==> src/rtl/axi_rd_arbiter.sv <==
// axi_rd_arbiter: shares one AXI read channel (AR/R) between the icache and
// dcache refill ports. One transaction in flight at a time: IDLE -> AR -> R.
// Default grant policy is dcache-first with an icache starvation guard.
// Build option: define RD_ARB_RR_EN for round-robin arbitration on contention
// (the starvation counter is then not built).
module axi_rd_arbiter #(
    parameter logic [3:0] ICACHE_ID  = 4'd0,
    parameter logic [3:0] DCACHE_ID  = 4'd1,
    parameter int         STARVE_MAX = 4,
    parameter int         LINE_BEATS = 16
) (
    input  logic        aclk,
    input  logic        aresetn,
    input  logic        ic_rd_req,
    input  logic [2:0]  ic_rd_type,
    input  logic [31:0] ic_rd_addr,
    output logic        ic_rd_rdy,
    output logic        ic_ret_valid,
    output logic        ic_ret_last,
    output logic [31:0] ic_ret_data,
    input  logic        dc_rd_req,
    input  logic [2:0]  dc_rd_type,
    input  logic [31:0] dc_rd_addr,
    output logic        dc_rd_rdy,
    output logic        dc_ret_valid,
    output logic        dc_ret_last,
    output logic [31:0] dc_ret_data,
    output logic [3:0]  arid,
    output logic [31:0] araddr,
    output logic [7:0]  arlen,
    output logic [2:0]  arsize,
    output logic [1:0]  arburst,
    output logic        arvalid,
    input  logic        arready,
    input  logic [3:0]  rid,
    input  logic [31:0] rdata,
    input  logic        rlast,
    input  logic        rvalid,
    output logic        rready,
    output logic        busy,
    output logic        proto_err
);

    typedef enum logic [1:0] {IDLE, AR, R} state_t;

    state_t      state;
    logic        cur_ic;      // granted requester is the icache
    logic [7:0]  beat_cnt;
    logic        pick_ic;
    logic [2:0]  sel_type;
    logic [31:0] sel_addr;
    logic [7:0]  len_n;
    logic [2:0]  size_n;
    logic        type_bad;
    logic        beat_hit;
    logic        beat_bad_id;
    logic        at_len;
    logic        beat_end;

    assign arburst = 2'b01;

`ifdef RD_ARB_RR_EN
    logic last_ic;            // last grant went to the icache

    // Round robin on contention: the side not granted last wins
    always_comb pick_ic = ic_rd_req & (~dc_rd_req | ~last_ic);
`else
    localparam int SW = $clog2(STARVE_MAX + 1);
    logic [SW-1:0] starve_cnt;

    // dcache first, unless the icache has been passed over STARVE_MAX times
    always_comb pick_ic = ic_rd_req & (~dc_rd_req | (starve_cnt == SW'(STARVE_MAX)));
`endif

    assign sel_type = pick_ic ? ic_rd_type : dc_rd_type;
    assign sel_addr = pick_ic ? ic_rd_addr : dc_rd_addr;

    // Request type -> burst length/size; unknown types degrade to a word read
    always_comb begin
        len_n    = 8'd0;
        size_n   = 3'd2;
        type_bad = 1'b0;
        case (sel_type)
            3'd4:             len_n    = 8'(LINE_BEATS - 1);
            3'd0, 3'd1, 3'd2: size_n   = sel_type;
            default:          type_bad = 1'b1;
        endcase
    end

    // R-phase beat classification; arid holds the granted id during the burst
    always_comb begin
        beat_hit    = (state == R) & rvalid & (rid == arid);
        beat_bad_id = (state == R) & rvalid & (rid != arid);
        at_len      = (beat_cnt == arlen);
        beat_end    = beat_hit & (rlast | at_len);
    end

    // Return path is combinational from the R channel to the granted port only
    always_comb begin
        ic_ret_valid = beat_hit & cur_ic;
        dc_ret_valid = beat_hit & ~cur_ic;
        ic_ret_last  = beat_end & cur_ic;
        dc_ret_last  = beat_end & ~cur_ic;
        ic_ret_data  = ic_ret_valid ? rdata : 32'd0;
        dc_ret_data  = dc_ret_valid ? rdata : 32'd0;
    end

    // Main FSM with registered AR-side outputs, grant pulses and error flag
    always_ff @(posedge aclk) begin
        if (!aresetn) begin
            state     <= IDLE;
            cur_ic    <= 1'b0;
            beat_cnt  <= 8'd0;
            ic_rd_rdy <= 1'b0;
            dc_rd_rdy <= 1'b0;
            arid      <= 4'd0;
            araddr    <= 32'd0;
            arlen     <= 8'd0;
            arsize    <= 3'd0;
            arvalid   <= 1'b0;
            rready    <= 1'b0;
            busy      <= 1'b0;
            proto_err <= 1'b0;
`ifdef RD_ARB_RR_EN
            last_ic   <= 1'b1;
`else
            starve_cnt <= '0;
`endif
        end else begin
            ic_rd_rdy <= 1'b0;
            dc_rd_rdy <= 1'b0;
            case (state)
                IDLE: begin
                    if (ic_rd_req | dc_rd_req) begin
                        state     <= AR;
                        arvalid   <= 1'b1;
                        busy      <= 1'b1;
                        cur_ic    <= pick_ic;
                        arid      <= pick_ic ? ICACHE_ID : DCACHE_ID;
                        araddr    <= sel_addr;
                        arlen     <= len_n;
                        arsize    <= size_n;
                        beat_cnt  <= 8'd0;
                        ic_rd_rdy <= pick_ic;
                        dc_rd_rdy <= ~pick_ic;
                        if (type_bad) proto_err <= 1'b1;
`ifdef RD_ARB_RR_EN
                        last_ic   <= pick_ic;
`endif
                    end
`ifndef RD_ARB_RR_EN
                    if (!ic_rd_req)
                        starve_cnt <= '0;
                    else if (pick_ic)
                        starve_cnt <= '0;
                    else if (starve_cnt != SW'(STARVE_MAX))
                        starve_cnt <= starve_cnt + SW'(1);
`endif
                end
                AR: begin
                    if (arready) begin
                        arvalid <= 1'b0;
                        rready  <= 1'b1;
                        state   <= R;
                    end
                end
                R: begin
                    if (beat_bad_id) proto_err <= 1'b1;
                    if (beat_hit) beat_cnt <= beat_cnt + 8'd1;
                    if (beat_end) begin
                        state  <= IDLE;
                        rready <= 1'b0;
                        busy   <= 1'b0;
                        // early rlast, or length reached without rlast
                        if (rlast != at_len) proto_err <= 1'b1;
                    end
                end
                default: state <= IDLE;
            endcase
        end
    end

endmodule

==> config.mk <==
export PLATFORM = sky130hd
export DESIGN_NAME = axi_rd_arbiter
export DESIGN_NICKNAME = d
export VERILOG_FILES = /design/src/rtl/axi_rd_arbiter.sv
export SDC_FILE = /design/constraint.sdc
export NUM_CORES = 1
export LEC_CHECK = 0
export ABC_AREA = 1
export CAP_MARGIN = 10
export CELL_PAD_IN_SITES_DETAIL_PLACEMENT = 1
export CELL_PAD_IN_SITES_GLOBAL_PLACEMENT = 2
export CORE_MARGIN = 1.5
export CORE_UTILIZATION = 16
export DETAILED_ROUTE_END_ITERATION = 8
export GPL_TIMING_DRIVEN = 0
export PLACE_DENSITY = 0.87
export SLEW_MARGIN = 20
export SYNTH_ARGS = -nofsm -noshare
export SYNTH_HDL_FRONTEND = slang
export SYNTH_SLANG_ARGS = --single-unit
export TNS_END_PERCENT = 30
==> constraint.sdc <==
create_clock -name aclk -period 3.5 [get_ports aclk]
set_input_delay 0.7 -clock aclk [delete_from_list [all_inputs] [get_ports aclk]]
set_output_delay 0.7 -clock aclk [all_outputs]
set_load 0.1 [all_outputs]
## Word level (Yosys, flattened, before mapping)

Index checks and enable logic that the tools add are counted.

- Bitwise operators: 15
- Reductions and logical operators: 16
- Add/subtract/negate cells: 2
- Mux-type cells: 30
- $lt $le $gt $ge: 0
- Multiply operators: 0
- Eq/ne operators: 17
- Divide/modulo/power cells: 0
- Shifts and indexed selects: 0

Operators by type and width:

| kind | number |
|---|---|
| $mux W32 | 3 |
| $reduce_and A3 Y1 | 7 |
| $mux W8 | 2 |
| $pmux W8 S2 | 1 |
| $mux W3 | 5 |
| $mux W1 | 10 |
| $ne A2 B2 Y1 const B | 5 |
| $and A1 B1 Y1 | 9 |
| $add A8 B1 Y8 const B | 1 |
| $eq A8 B8 Y1 | 1 |
| $pmux W1 S2 | 4 |
| $eq A3 B3 Y1 const B | 2 |
| $mux W2 | 3 |
| $pmux W2 S3 | 1 |
| $reduce_bool A2 Y1 | 3 |
| $eq A4 B4 Y1 | 1 |
| $mux W4 | 1 |
| $ne A4 B4 Y1 | 1 |
| $reduce_and A2 Y1 | 2 |
| $reduce_or A4 Y1 | 1 |
| $add A3 B1 Y3 const B | 1 |
| $eq A3 B1 Y1 const B | 1 |
| $eq A3 B2 Y1 const B | 1 |
| $logic_not A3 Y1 | 1 |
| 9 further kinds | 13 |

- Memories kept: 0
- Input port bits: 113
- Bits in latches: 0
- Word-level logic and storage cells: 94
- Output and inout bits: 123
- Register bits after elaboration: 67
- Bits in read-only memories: 0
- Bits in writable memories: 0

## Longest topological paths before layout

- Word-level depth: 9
- Gate-level depth with buffers: 13
- Gate-level depth less buffers: 13

## Worst setup path before layout

OpenSTA, ideal clock, no wires.

- Path kind: register to output
- Start point: reg arid[0]
- End point: out ic_ret_data[10]
- Cell stages (with the launch flop): 7
- Required time: 2.800 ns
- Path slack: -1.037 ns
- Buffers on the path: 1
- Arrival time: 3.837 ns
- Path through: dfxtp_1 > xnor2_1 > nand3_4 > nor2_2 > inv_2 > buf_2 > nor2_1

- Cells in the longest elaborated chain, start to end: 4

RTL lines:

| item | RTL line | text |
|---|---|---|
| start, declared | 28 | `output logic [3:0] arid,` |
| start signal, assigned | 139 | `arid <= pick_ic ? ICACHE_ID : DCACHE_ID;` |
| $eq A4 B4 Y1 | 92 | `beat_hit = (state == R) & rvalid & (rid == arid);` |
| $and A1 B1 Y1 | 92 |  |
| $and A1 B1 Y1 | 100 | `ic_ret_valid = beat_hit & cur_ic;` |
| via ic_ret_valid | 18 | `output logic ic_ret_valid,` |
| $mux W32 | 104 | `ic_ret_data = ic_ret_valid ? rdata : 32'd0;` |
| end, declared | 20 | `output logic [31:0] ic_ret_data,` |

The timed path passes the listed nets, and every way through them passes these cells.

## Worst setup path after layout

- Start point: in rid[1]
- End point: out ic_ret_valid

- Cells in the longest elaborated chain, start to end: 3

RTL lines:

| item | RTL line | text |
|---|---|---|
| start, declared | 35 | `input logic [3:0] rid,` |
| $eq A4 B4 Y1 | 92 |  |
| $and A1 B1 Y1 | 92 |  |
| $and A1 B1 Y1 | 100 |  |
| end, declared | 18 |  |

Every way passes these cells.

==> flow_metrics.env <==
export IMPL_clk_path_buf_depth=2
export IMPL_swShare_pct=37.9
export IMPL_skew_ns=0.00781
export IMPL_p_comb_share_pct=34.9
export IMPL_hold_violations=0
export IMPL_critPathBufInv=2
export IMPL_hpwlAfterDp_um=9980
export IMPL_fin_cells=940
export IMPL_min_to="arsize[2]"
export IMPL_max_freq_mhz=302
export IMPL_synth_area_per_cell_um2=6.47
export IMPL_clock_latency_ns=0.33
export IMPL_slowest_delay_ns=0.89
export IMPL_die_h_um=140
export IMPL_crit_required_ns=2.80
export IMPL_path_max_fanout=6
export IMPL_holdPathStages=2
export IMPL_leakage_nw=2.70
export IMPL_synth_area_um2=3000
export IMPL_layout_drive_gt1_share_pct=27.4
export IMPL_core_um2=18200
export IMPL_die_w_um=140
export IMPL_groute_usage_overall_pct=12.4
export IMPL_ff2ff_path_depth=10
export IMPL_drt_iter0_drc=68
export IMPL_synth_edf_count=0
export IMPL_die_area_um2=19600
export IMPL_hold_start="arsize[2]"
export IMPL_slowest_stage="dlygate4sd2_1"
export IMPL_finalCriticalPeriod_ns=3.31
export IMPL_cpLargestDelayFamily="buffers and inverters"
export IMPL_slew_violations=0
export IMPL_synth_seq_cells=57
export IMPL_fin_ws_ns=0.189
export IMPL_crit_path_start_kind="primary input"
export IMPL_r2r_start="beat_cnt[2]"
export IMPL_p_int_w=0.00156
export IMPL_cp_end_kind="output port"
export IMPL_nFillCells=2270
export IMPL_critical_path_cell_chain="clkdlybuf4s50_1 -> nor3_2 -> nand3_4 -> nor2_4 -> dlygate4sd2_1"
export IMPL_vias=3767
export IMPL_routed_wirelength_um=12100
export IMPL_drtAntennaViolNets=0
export IMPL_antenna_cells=0
export IMPL_seqPwrFrac_pct=29.7
export IMPL_p_clk_share_pct=35.3
export IMPL_power_density_nw_per_um2=418
export IMPL_post_drt_wl_per_cell_um=12.8
export IMPL_overflow=0
export IMPL_cts_root_buf="clkbuf_16"
export IMPL_yosysTopAreaCellShare_pct=38.0
export IMPL_initial_core_util_pct=16.5
export IMPL_antenna_found_initial=0
export IMPL_grt_pass1_vias=3833
export IMPL_cts_tree="done"
export IMPL_period_share_pct=94.6
export IMPL_async_flop_share_pct=0
export IMPL_yosys_warnings=0
export IMPL_yosys_top_cells_count="nand2_1 (140), nor2_1 (79), inv_1 (60), dfxtp_1 (57), nand3_1 (37)"
export IMPL_worst_pin_slew_ns=1.02
export IMPL_dr_pass1_iters=4
export IMPL_maxSlewHeadroom_pct=31.9
export IMPL_drc_errors=0
export IMPL_htreeDepth=3
export IMPL_hp_class="flop to flop"
export IMPL_dp_cells=925
export IMPL_max_cap_violations=0
export IMPL_ys_seq_area_share_pct=38.0
export IMPL_grt_pass1_wl_um=19300
export IMPL_nNetsFinal=824
export IMPL_r2r_end="proto_err"
export IMPL_synthCells=464
export IMPL_setup_viol=0
export IMPL_clk_pin_slew_worst_paths_ns=0.05
export IMPL_yosys_cell_count_top_type="nand2_1"
export IMPL_yosys_top_cells_area="dfxtp_1 (38%), nand2_1 (18%), nor2_1 (9.9%)"
export IMPL_rrSetupSlack_ns=1.59
export IMPL_gp_congestion=0.715
export IMPL_grt_max_degree=11
export IMPL_hold_buffers=0
export IMPL_rows=49
export IMPL_worstPathArrival_ns=2.61
export IMPL_outcome="complete, no violations"
export IMPL_synth_top_flop_cell="dfxtp_1"
export IMPL_syn2layout_area_growth_pct=99.5
export IMPL_p_switching_w=0.000949
export IMPL_cts_made_buffers=9
export IMPL_io_pins=236
export IMPL_synth_cell_types=33
export IMPL_routed_via_density=4.01
export IMPL_grt_setup_unrepaired="false"
export IMPL_ir_drop_uv=213
export IMPL_cts_sinks=57
export IMPL_yosysTopAreaCell="dfxtp_1"
export IMPL_place_ws_ns=-0.801
export IMPL_criticalPathCategory="primary input to output port"
export IMPL_numPortBuffers=225
[state kept, by name (all words and copies together), names as in the netlist]
name and cells:
cur_ic 1, arvalid 1, proto_err 1, rready 1, busy 1, beat_cnt 8
state 2, arid 1, ic_rd_rdy 1, arlen 1, arsize 3, starve_cnt 3
araddr 32, dc_rd_rdy 1
[cells in the final DEF, fill, tap and decap left out, types with 3 or more instances in the layout]
cell type        instances
clkbuf_4                 6
dfxtp_1                 56
nand3_1                 37
conb_1                   9
nor2_4                  36
nor2_1                  14
inv_1                   60
a21oi_1                 12
nand4_1                  3
clkbuf_16                9
inv_2                    4
clkdlybuf4s15_2          6
buf_4                   49
o21ai_0                 10
ha_1                     4
clkdlybuf4s50_1        157
nand2_1                140
buf_2                   33
nor2_2                  36
[how the worst max path moves through the flow]
stage                           start        endpoint  depth (start not counted)
final                          rid[1]    ic_ret_valid                          5
after global placement         rid[0]  ic_ret_data[6]                          8
after floorplan              arlen[2]     dc_ret_last                          7
after global routing      beat_cnt[0]     dc_ret_last                          8
after detailed placement       rid[0]  ic_ret_data[6]                          8
after CTS                      rid[0]    dc_ret_valid                          5
[kinds of logic after synthesis]
kind of cell | Yosys count | synth area share [%]
compound gates | 30 | 5.96
xor+xnor | 2 | 0.583
fa+ha+maj | 4 | 1.67
buf+inv | 93 | 14.4
flops | 57 | 38.0
other cells | 2 | 0.250
simple gates | 276 | 39.1
[power by group through the flow]
| stage | sequential [W] | clock [W] | combinational, W |
|---|---|---|---|
| after global placement | 0.000757 | 0 | 0.000879 |
| after CTS | 0.000747 | 0.000914 | 0.000885 |
| after global routing | 0.000754 | 0.000950 | 0.000924 |
| final | 0.000746 | 0.000886 | 0.000875 |
| after floorplan | 0.00112 | 0 | 0.000230 |
| after detailed placement | 0.000759 | 0 | 0.000883 |
[worst register-to-register path: stages, from the launching register on]
cell and delay (ns):
dfxtp_1 0.38, nand2_1 0.15, nor2_1 0.25, o2111ai_1 0.18, ha_1 0.31, inv_1 0.05, nor2_1 0.03, o211ai_1 0.20
nand2_1 0.08, nand2_1 0.09, a21oi_1 0.06
[layer usage]
layer	wire, um	GRT usage, %	up-vias
met2	5710	21.2	173
met1	4980	14.2	1711
met3	1240	4.96	10
met5	0	0	-
met4	126	3.38	0
li1	-	-	1873
[per-stage QoR]
stage,utilization (%),cell area [um^2],hold slack (ns),total power [W],TNS (ns)
after global placement,32.4,5890,0.444,0.00164,-44.26
after floorplan,-,3350,0.444,0.00135,-0.815
after CTS,32.8,5970,0.459,0.00255,0
after detailed placement,32.4,5890,0.447,0.00164,-44.85
final,32.9,5990,0.455,0.00251,0
after global routing,32.9,5990,0.483,0.00263,0
[final cells by class]
type	instances	area [um^2]	share of cell area, %
plain buffers	29	193	3.22
clock buffers	12	256	4.28
flip-flops and latches	57	1140	19.1
inverters	64	240	4.01
multi-input cells	321	1790	29.8
repair buffers	225	2050	34.2
well taps	229	287	4.78
clock inverters	3	40.0	0.668
[what timing repair did]
item	4_1_cts	5_1_grt
endpoints found under the hold margin	0	0
pin swaps	0	0
endpoints found under the setup margin	68	36
buffers inserted	0	0
resized for setup	350	7
Power figures use the tool's default switching activity.
